**config.mk**
```make
export PLATFORM = sky130hd
export DESIGN_NAME = alu_issue_ctrl_flat
export DESIGN_NICKNAME = d
export VERILOG_FILES = /design/src/rtl/alu_pkg.sv /design/src/rtl/alu_issue_ctrl_if.sv /design/src/rtl/alu_issue_ctrl_regfile4x8.sv /design/src/rtl/alu_issue_ctrl.sv /design/src/flat_wrapper.sv
export SDC_FILE = /design/constraint.sdc
export NUM_CORES = 1
export LEC_CHECK = 0
export ABC_CLOCK_PERIOD_IN_PS = 6700
export CORE_MARGIN = 5
export CORE_UTILIZATION = 53
export DETAILED_ROUTE_END_ITERATION = 10
export PLACE_DENSITY = 0.89
export SYNTH_ARGS = -nofsm -noshare
export SYNTH_HDL_FRONTEND = slang
export SYNTH_SLANG_ARGS = --single-unit
```
**constraint.sdc**
```tcl
create_clock -name clk -period 6.7 [get_ports clk]
set_clock_uncertainty 0.05 [all_clocks]
set_input_delay 1.675 -clock clk [delete_from_list [all_inputs] [get_ports clk]]
set_output_delay 1.675 -clock clk [all_outputs]
set_load 0.05 [all_outputs]
```
**src/rtl/alu_pkg.sv**
```systemverilog
// Shared types for the issue controller: ALU op codes, FSM states, instruction
// field positions and the op-index decode used by alu_issue_ctrl.
package alu_pkg;

  typedef enum logic [4:0] {
    OP_AND = 5'b00000,
    OP_OR  = 5'b00001,
    OP_NOT = 5'b00010,
    OP_XOR = 5'b00011,
    OP_ADD = 5'b00100,
    OP_SUB = 5'b00101,
    OP_LSL = 5'b10000,
    OP_LSR = 5'b10001
  } alu_op_e;

  typedef enum logic [1:0] {
    IDLE = 2'd0,
    EXEC = 2'd1,
    WB   = 2'd2
  } state_e;

  // Sub-class of insn[8]=1 instructions, held in insn[7:6]
  typedef enum logic [1:0] {
    K_LDI = 2'b00,
    K_CMP = 2'b01,
    K_BEQ = 2'b10,
    K_BLT = 2'b11
  } kind_e;

  localparam int unsigned INSN_W  = 9;
  localparam int unsigned B_CLASS = 8;
  localparam int unsigned B_BAD   = 0;
  localparam int unsigned OP_HI   = 7;
  localparam int unsigned OP_LO   = 5;
  localparam int unsigned RD_HI   = 4;
  localparam int unsigned RD_LO   = 3;
  localparam int unsigned RS_HI   = 2;
  localparam int unsigned RS_LO   = 1;

  function automatic alu_op_e idx_to_op(input logic [2:0] idx);
    alu_op_e op;
    op = OP_AND;
    unique case (idx)
      3'd0: op = OP_AND;
      3'd1: op = OP_OR;
      3'd2: op = OP_NOT;
      3'd3: op = OP_XOR;
      3'd4: op = OP_ADD;
      3'd5: op = OP_SUB;
      3'd6: op = OP_LSL;
      3'd7: op = OP_LSR;
    endcase
    return op;
  endfunction

endpackage

```
**src/rtl/alu_issue_ctrl_if.sv**
```systemverilog
// Fetch-side instruction handshake between instruction fetch and alu_issue_ctrl.
interface alu_issue_ctrl_if;
  logic [8:0] insn;
  logic       insn_valid;
  logic       insn_ready;

  modport master (output insn, output insn_valid, input  insn_ready);
  modport slave  (input  insn, input  insn_valid, output insn_ready);
endinterface

```
**src/rtl/alu_issue_ctrl_regfile4x8.sv**
```systemverilog
// Async-reset register array: one write port, two operand read ports and a
// debug read port, all reads combinational.
module regfile4x8 #(
  parameter int unsigned NREGS = 4
) (
  input  logic                     clk,
  input  logic                     rst_n,
  input  logic                     we,
  input  logic [$clog2(NREGS)-1:0] waddr,
  input  logic [7:0]               wdata,
  input  logic [$clog2(NREGS)-1:0] raddr_a,
  output logic [7:0]               rdata_a,
  input  logic [$clog2(NREGS)-1:0] raddr_b,
  output logic [7:0]               rdata_b,
  input  logic [$clog2(NREGS)-1:0] dbg_addr,
  output logic [7:0]               dbg_data
);

  logic [7:0] mem_q [NREGS];
  logic [7:0] mem_d [NREGS];

  always_comb begin
    mem_d = mem_q;
    if (we) mem_d[waddr] = wdata;
  end

  always_ff @(posedge clk or negedge rst_n) begin
    if (!rst_n) mem_q <= '{default: '0};
    else        mem_q <= mem_d;
  end

  assign rdata_a  = mem_q[raddr_a];
  assign rdata_b  = mem_q[raddr_b];
  assign dbg_data = mem_q[dbg_addr];

endmodule

```
**src/rtl/alu_issue_ctrl.sv**
```systemverilog
// Three-phase issue/writeback controller driving an 8-bit combinational ALU:
// decode and operand fetch on accept, result capture in EXEC, writeback in WB.
module alu_issue_ctrl
  import alu_pkg::*;
#(
  parameter int unsigned PC_W  = 8,
  parameter int unsigned NREGS = 4
) (
  input  logic            clk,
  input  logic            rst_n,
  alu_issue_ctrl_if.slave fetch,
  output logic [7:0]      alu_in1,
  output logic [7:0]      alu_in2,
  output logic [4:0]      alu_op,
  input  logic [7:0]      alu_out,
  input  logic            alu_equal,
  input  logic            alu_less,
  output logic [PC_W-1:0] pc,
  output logic            done,
  output logic            err,
  input  logic [1:0]      dbg_addr,
  output logic [7:0]      dbg_data
);

  state_e            state_q, state_d;
  logic [INSN_W-1:0] insn_q, insn_d;
  logic [7:0]        in1_q, in1_d, in2_q, in2_d, res_q, res_d;
  alu_op_e           op_q, op_d, dec_op;
  logic              eq_q, eq_d, lt_q, lt_d, peq_q, peq_d, plt_q, plt_d;
  logic [PC_W-1:0]   pc_q, pc_d, br_off;
  logic [1:0]        raddr_a, raddr_b, waddr;
  logic [7:0]        rdata_a, rdata_b, wdata;
  logic              we, taken, illegal;
  logic [1:0]        unused_rs;

  // Operands are read from the incoming word so they are registered and
  // stable for the whole EXEC cycle.
  assign raddr_a = fetch.insn[B_CLASS] ? fetch.insn[5:4] : fetch.insn[RD_HI:RD_LO];
  assign raddr_b = fetch.insn[B_CLASS] ? fetch.insn[3:2] : fetch.insn[RS_HI:RS_LO];
  assign dec_op  = idx_to_op(fetch.insn[OP_HI:OP_LO]);
  assign illegal = !insn_q[B_CLASS] && insn_q[B_BAD];
  assign br_off  = PC_W'($signed(insn_q[5:0]));
  assign unused_rs = insn_q[RS_HI:RS_LO];

  regfile4x8 #(.NREGS(NREGS)) u_rf (
    .clk      (clk),
    .rst_n    (rst_n),
    .we       (we),
    .waddr    (waddr),
    .wdata    (wdata),
    .raddr_a  (raddr_a),
    .rdata_a  (rdata_a),
    .raddr_b  (raddr_b),
    .rdata_b  (rdata_b),
    .dbg_addr (dbg_addr),
    .dbg_data (dbg_data)
  );

  always_comb begin
    state_d = state_q;
    insn_d  = insn_q;
    in1_d   = in1_q;
    in2_d   = in2_q;
    op_d    = op_q;
    res_d   = res_q;
    peq_d   = peq_q;
    plt_d   = plt_q;
    eq_d    = eq_q;
    lt_d    = lt_q;
    pc_d    = pc_q;
    we      = 1'b0;
    waddr   = insn_q[RD_HI:RD_LO];
    wdata   = res_q;
    taken   = 1'b0;
    unique case (state_q)
      IDLE: begin
        if (fetch.insn_valid) begin
          insn_d  = fetch.insn;
          state_d = EXEC;
          if (!fetch.insn[B_CLASS]) begin
            op_d  = dec_op;
            in1_d = rdata_a;
            in2_d = (dec_op == OP_NOT) ? '0 : rdata_b;
          end else if (kind_e'(fetch.insn[7:6]) == K_CMP) begin
            op_d  = OP_SUB;
            in1_d = rdata_a;
            in2_d = rdata_b;
          end else begin
            op_d  = OP_AND;
            in1_d = '0;
            in2_d = '0;
          end
        end
      end
      EXEC: begin
        res_d   = alu_out;
        peq_d   = alu_equal;
        plt_d   = alu_less;
        state_d = WB;
      end
      WB: begin
        state_d = IDLE;
        if (!insn_q[B_CLASS]) begin
          we = !illegal;
        end else begin
          unique case (kind_e'(insn_q[7:6]))
            K_LDI: begin
              we    = 1'b1;
              waddr = insn_q[5:4];
              wdata = {4'b0000, insn_q[3:0]};
            end
            K_CMP: begin
              eq_d = peq_q;
              lt_d = plt_q;
            end
            K_BEQ: taken = eq_q;
            K_BLT: taken = lt_q;
          endcase
        end
        pc_d = taken ? pc_q + br_off : pc_q + PC_W'(1);
      end
      default: state_d = IDLE;
    endcase
  end

  always_ff @(posedge clk or negedge rst_n) begin
    if (!rst_n) begin
      state_q <= IDLE;
      insn_q  <= '0;
      in1_q   <= '0;
      in2_q   <= '0;
      op_q    <= OP_AND;
      res_q   <= '0;
      peq_q   <= 1'b0;
      plt_q   <= 1'b0;
      eq_q    <= 1'b0;
      lt_q    <= 1'b0;
      pc_q    <= '0;
    end else begin
      state_q <= state_d;
      insn_q  <= insn_d;
      in1_q   <= in1_d;
      in2_q   <= in2_d;
      op_q    <= op_d;
      res_q   <= res_d;
      peq_q   <= peq_d;
      plt_q   <= plt_d;
      eq_q    <= eq_d;
      lt_q    <= lt_d;
      pc_q    <= pc_d;
    end
  end

  assign fetch.insn_ready = (state_q == IDLE);
  assign done    = (state_q == WB);
  assign err     = done && illegal;
  assign alu_in1 = in1_q;
  assign alu_in2 = in2_q;
  assign alu_op  = op_q;
  assign pc      = pc_q;

endmodule

```
**src/flat_wrapper.sv**
```systemverilog
// flat-port wrapper written by rule: the top's interface ports become plain ports
module alu_issue_ctrl_flat import alu_pkg::*;
#(
  parameter int unsigned PC_W  = 8,
  parameter int unsigned NREGS = 4
)
  (clk, rst_n, alu_in1, alu_in2, alu_op, alu_out, alu_equal, alu_less, pc, done, err, dbg_addr, dbg_data, fetch_insn, fetch_insn_valid, fetch_insn_ready);
  alu_issue_ctrl_if fetch_i ();
  input  logic clk;
  input  logic rst_n;
  output logic [7:0] alu_in1;
  output logic [7:0] alu_in2;
  output logic [4:0] alu_op;
  input  logic [7:0] alu_out;
  input  logic alu_equal;
  input  logic alu_less;
  output logic [PC_W-1:0] pc;
  output logic done;
  output logic err;
  input  logic [1:0] dbg_addr;
  output logic [7:0] dbg_data;
  input wire logic [$bits(fetch_i.insn)-1:0] fetch_insn;
  input wire logic [$bits(fetch_i.insn_valid)-1:0] fetch_insn_valid;
  output wire logic [$bits(fetch_i.insn_ready)-1:0] fetch_insn_ready;
  assign fetch_i.insn = fetch_insn;
  assign fetch_i.insn_valid = fetch_insn_valid;
  assign fetch_insn_ready = fetch_i.insn_ready;
  alu_issue_ctrl #(.PC_W(PC_W), .NREGS(NREGS)) u_core (.clk(clk), .rst_n(rst_n), .fetch(fetch_i), .alu_in1(alu_in1), .alu_in2(alu_in2), .alu_op(alu_op), .alu_out(alu_out), .alu_equal(alu_equal), .alu_less(alu_less), .pc(pc), .done(done), .err(err), .dbg_addr(dbg_addr), .dbg_data(dbg_data));
endmodule
```
==> results of run 1 <==
stage by stage:
step           std cells  power (W)  area, um2  hold slack [ns]  util, %
2_1_floorplan        295    0.00153       4170            0.423        -
3_3_place_gp         448    0.00182       4860            0.408     63.2
3_5_place_dp         448    0.00186       4860            0.413     63.2
4_1_cts              463    0.00218       5030            0.426     65.4
5_1_grt              463    0.00228       5030            0.430     65.4
6_report             463    0.00217       5030            0.417     65.4
cells in the mapped netlist, types with 4 or more instances:
cell type  number
nor2b_1         6
a22o_1         16
a21oi_1         4
nor2_1          7
mux2_2         55
nand2_1        17
ha_1            5
clkbuf_1        4
mux4_2         24
dfrtp_1        83
inv_1           7
o21ai_0         8
mux2i_1         5
final cells by class:
class,instances,area (um2),area share (%)
Clock buffer,11,141,2.81
Clock inverter,4,26.3,0.522
Inverter,7,26.3,0.522
Multi-Input combinational cell,193,2010,39.9
Sequential cell,83,2080,41.3
Tap cell,102,128,2.54
Timing Repair Buffer,63,626,12.4
cell families (layout without fill, tap and decap cells):
| logic type | count (synthesis) | in the layout | share of synthesized area, % |
|---|---|---|---|
| adder cells (fa/ha/maj) | 6 | 6 | 1.98 |
| XOR/XNOR | 4 | 4 | 0.841 |
| other | 1 | 1 | 0.0900 |
| AO/OA/AOI/OAI | 44 | 44 | 7.96 |
| flip-flops | 83 | 83 | 49.9 |
| buffers and inverters | 19 | 85 | 1.98 |
| multiplexers | 87 | 87 | 30.0 |
| AND/OR/NAND/NOR | 51 | 51 | 7.30 |
where the power goes:
part	total, W	switching (W)	internal, W	leakage [nW]
clock	0.000323	0.000180	0.000143	0.0856
sequential	0.000865	0.000174	0.000691	1.06
combinational	0.000984	0.000536	0.000448	1.02
worst register-to-register path, delay by kind of cell (launching register included):
family	cells	cell delay, ns
flip-flops	1	0.40
multiplexers	2	0.76
AND/OR/NAND/NOR	3	1.84
worst paths after layout:
check / endpoint / cells past startpoint / slack [ns] / startpoint
max in group asynchronous: u_core.insn_q[7] / 1 / 4.49 / rst_n
worst min register to register: u_core.pc[7] / 1 / 0.42 / u_core.pc[7]
worst max register to register: u_core.u_rf.mem_q[27] / 5 / 3.54 / u_core.state_q[0]
min in group asynchronous: u_core.state_q[1] / 1 / 1.44 / rst_n
worst max-delay path: dbg_data[0] / 3 / 1.12 / dbg_addr[0]
worst min-delay path: u_core.pc[7] / 1 / 0.42 / u_core.pc[7]
state kept, by name (all words and copies together), names as in the netlist:
register           cells
u_core.plt_q           1
u_core.u_rf.mem_q     32
u_core.res_q           8
u_core.alu_in1         8
u_core.peq_q           1
u_core.pc              8
u_core.lt_q            1
u_core.alu_op          4
u_core.alu_in2         8
u_core.state_q         2
u_core.eq_q            1
u_core.insn_q          9
per-layer routing:
layer  share of wire, %  vias up  global-route usage [%]  wire [um]
li1                   -     1243                       -          -
met1                 45     1441                    28.0       4150
met2                 48       94                    31.5       4460
met3                5.5       11                    3.75        514
met4                1.8        0                    8.51        167
met5                  0        -                       0          0
==> out/metrics.yaml, run 1 <==
status: "finished, final reports clean"
cts-htree-levels: 3
path_cells: "clkdlybuf4s50_1 -> mux4_2 -> clkdlybuf4s50_1"
avgViaCountPerCell: 6.02
grt_pass1_wl_um: 15100
antenna_left: 0
p_per_area_nw_per_um2: 432
dr.pass1.iters: 4
avgSynthCellArea_um2: 14.1
worst_slack_ns: 1.12
clk_pin_slew_ns: 0.09
final-hold-violation-count: 0
tightestPinTransition_ns: 1.12
grt_antenna_before_repair: 0
ys_seq_area_share_pct: 49.9
clockBufferDepth: 2
hpwl_um: 6520
floorplan.initialDensity_pct: 54.2
worst_path_largest_cell_delay_ns: 0.85
coreArea_um2: 7690
synth_area_leader_cell: "dfrtp_1"
cts_root_buf: "clkbuf_8"
grt_usage_pct: 20.2
cts_resized: 0
fillCellCount: 559
final_common_cell: "dfrtp_1"
post_drt_wl_per_cell_um: 20.1
cts_setup_buffers: 0
ir_drop_uv: 241
die_y_um: 98.7
rows: 32
synth_nets: 325
drive_gt1_share_pct: 29.4
io_pins: 64
port_buffers: 62
end_kind: "output port"
holdBufCountCts: 0
gp_congestion: 0.792
synth_ff_type: "dfrtp_1"
layout.nets: 387
synth_top_area_share_pct: 49.9
hold_class: "reg -> reg"
dp_slack_ns: 1.11
dieArea_um2: 9730
yosysWarnings: 0
num_antenna_cells: 0
vias: 2789
crit_top_cell: "clkdlybuf4s50_1"
async_flop_share_pct: 100
critPathMaxFanout: 8
cp.arrival_ns: 3.86
area_growth_pct: 20.8
critPathLaunchType: "primary input"
synth-seq-cells: 83
synth.cell_area_um2: 4170
clock_latency_ns: 0.37
synth_area_leaders: "dfrtp_1 50%, mux2_2 15%, mux4_2 13%"
slew-limit-headroom_pct: 23.1
finalSetupViolations: 0
yosysUniqueCellTypes: 49
maxCapViolations: 0
finalCriticalPeriod_ns: 5.58
power_leakage_nw: 2.17
synth_cells: 295
final_cell_mix: "83 x dfrtp_1, 61 x clkdlybuf4s50_1, 55 x mux2_2"
maxSlewViolCount: 0
crit_family: "buffers and inverters"
totalWireLength_um: 9290
cp.buffers_inverters: 2
synth_edf_count: 0
cts_buffers: 9
die_w_um: 98.7
clock-sinks: 83
grt-ovfl-total: 0
fin_setup_tns_ns: 0
grt_max_degree: 84
fmax_mhz: 179
grt_pass1_vias: 2784
timing.final.crit_share_pct: 83.3
first_iter_violations: 197
drc: 0
rsz0062_at_grt: "no"
crit_slowest_cell: "clkdlybuf4s50_1"
cts_tree: "built"
required_ns: 4.97
crit_type: "in -> out"
Power figures use the tool's default switching activity.
==> run 2, diff against run 1 <==
Settings changed: ABC_CLOCK_PERIOD_IN_PS 6700 to 5400.
Clock period 6.7 ns to 5.4 ns, I/O delays scaled along.
==> run 2 against run 1 <==
Net effect: flip-flop and latch count unchanged; non-clock buffer count up 1; power up 27%; largest power group unchanged; sequential power up 25%; worst setup slack worse by 0.42 ns; sequential share of layout area down 0.34 points; global-route usage up 0.76 points.
==> out/metrics.yaml, run 2 (synthesis results as in run 1) <==
status: "finished, final reports clean"  # unchanged
cts_setup_buffers: 0  # unchanged
r2r_start: "u_core.state_q[0]"  # unchanged
maxCapViolations: 0  # unchanged
whs_path_depth: 1  # unchanged
ff2ff_setup_slack_ns: 2.22  # was 3.54 ns
cts_buffers: 9  # unchanged
io_pins: 64  # unchanged
gp_congestion: 0.778  # was 0.792
dieArea_um2: 9730  # unchanged
r2r-end: "u_core.u_rf.mem_q[30]"  # was u_core.u_rf.mem_q[27]
crit_type: "in -> out"  # unchanged
fin_setup_tns_ns: 0  # unchanged
clock_latency_ns: 0.35  # was 0.37 ns
layout.nets: 388  # was 387
grt-ovfl-total: 0  # unchanged
coreArea_um2: 7690  # unchanged
worst_slack_ns: 0.691  # was 1.12 ns
maxSlewViolCount: 0  # unchanged
area_growth_pct: 21.7  # was 20.8%
fmax_mhz: 212
slew-limit-headroom_pct: 24.4  # was 23.1%
dp_slack_ns: 0.703  # was 1.11 ns
grt_pass1_wl_um: 15700  # was 15,100 um
end_kind: "output port"  # unchanged
clockBufferDepth: 2  # unchanged
reg2reg_depth: 5  # unchanged
final-hold-violation-count: 0  # unchanged
total_power_w: 0.00277  # was 0.00217 W
rows: 32  # unchanged
cts_resized: 0  # unchanged
floorplan.initialDensity_pct: 54.2  # unchanged
tightestPinTransition_ns: 1.10  # was 1.12 ns
drive_gt1_share_pct: 29.8  # was 29.4%
grt_max_degree: 84  # unchanged
largest_register_ffs: 32  # unchanged
grt_usage_pct: 20.9  # was 20.2%
final_common_cell: "dfrtp_1"  # unchanged
required_ns: 4.00  # was 4.97 ns
finalCriticalPeriod_ns: 4.71
antenna_left: 0  # unchanged
p_per_area_nw_per_um2: 545  # was 432 nW/um2
totalWireLength_um: 9540  # was 9290 um
hold_path_end: "u_core.pc[7]"  # unchanged
cp.arrival_ns: 3.31  # was 3.86 ns
min_from: "u_core.pc[7]"  # unchanged
critPathMaxFanout: 8  # unchanged
final_cell_mix: "83 x dfrtp_1, 61 x clkdlybuf4s50_1, 55 x mux2_2"  # unchanged
rsz0062_at_grt: "no"  # unchanged
finalInstanceArea_um2: 5070  # was 5030 um2
cts_tree: "built"  # unchanged
holdBufCountCts: 0  # unchanged
drc: 0  # unchanged
hpwl_um: 6640  # was 6520 um
critPathLaunchType: "primary input"  # unchanged
grt_pass1_vias: 2982  # was 2,784
ir_drop_uv: 379  # was 241 uV
first_iter_violations: 235  # was 197
die_y_um: 98.7  # unchanged
vias: 2795  # was 2,789
num_antenna_cells: 0  # unchanged
die_w_um: 98.7  # unchanged
dr.pass1.iters: 4  # unchanged
timing.final.crit_share_pct: 87.2
port_buffers: 62  # unchanged
largest_registers: "u_core.u_rf.mem_q (32), u_core.insn_q (9)"  # unchanged
avgViaCountPerCell: 6.01  # was 6.02
cts-htree-levels: 3  # unchanged
clock-sinks: 83  # unchanged
finalSetupViolations: 0  # unchanged
power_leakage_nw: 2.19  # was 2.17 nW
clk_pin_slew_ns: 0.08  # was 0.09 ns
regMostFlops: "u_core.u_rf.mem_q"  # unchanged
post_drt_wl_per_cell_um: 20.5  # was 20.1 um
grt_antenna_before_repair: 0  # unchanged
hold_class: "reg -> reg"  # unchanged
placed_area_um2: 4870  # was 4860 um2
cts_root_buf: "clkbuf_8"  # unchanged
run 2: worst max-delay path, cell delays in order:
cell and delay [ns]:
clkdlybuf4s50_1 0.47, buf_4 0.22, mux4_2 0.55, clkdlybuf4s50_1 0.72
run 2: layer usage:
| layer | wire (um) | part of all wire [%] | global-route usage [%] | vias up |
|---|---|---|---|---|
| li1 | - | - | - | 1248 |
| met1 | 3950 | 41 | 26.9 | 1435 |
| met2 | 4900 | 51 | 34.5 | 102 |
| met3 | 560 | 5.9 | 5.24 | 10 |
| met4 | 128 | 1.3 | 8.09 | 0 |
| met5 | 0 | 0 | 0 | - |
run 2: layout make-up:
type	instances	area (um2)
tap	102	128
clock inverter	5	60.1
sequential	83	2080
clock buffer	11	141
fill	570	2620
multi-input combinational	193	2010
inverter	7	26.3
timing repair buffer	64	633
run 2: per-stage QoR:
step	utilization [%]	hold slack (ns)	instances
2_1_floorplan	-	0.423	295
3_3_place_gp	63.3	0.408	449
3_5_place_dp	63.3	0.412	449
4_1_cts	66.0	0.426	465
5_1_grt	66.0	0.431	465
6_report	66.0	0.420	465
run 2: worst max-delay path by stage:
| stage | startpoint | endpoint | slack [ns] | cells after the start |
|---|---|---|---|---|
| after floorplan | dbg_addr[0] | dbg_data[0] | 1.51 | 2 |
| after global placement | dbg_addr[0] | dbg_data[0] | 0.72 | 4 |
| after detailed placement | dbg_addr[0] | dbg_data[0] | 0.70 | 4 |
| after CTS | dbg_addr[0] | dbg_data[0] | 0.69 | 4 |
| after global routing | dbg_addr[0] | dbg_data[0] | 0.63 | 4 |
| final | dbg_addr[0] | dbg_data[0] | 0.69 | 4 |
run 2: power breakdown:
| part | internal [W] | switching (W) |
|---|---|---|
| logic | 0.000557 | 0.000670 |
| clock network | 0.000229 | 0.000227 |
| registers | 0.000857 | 0.000225 |
| total | 0.00164 | 0.00112 |
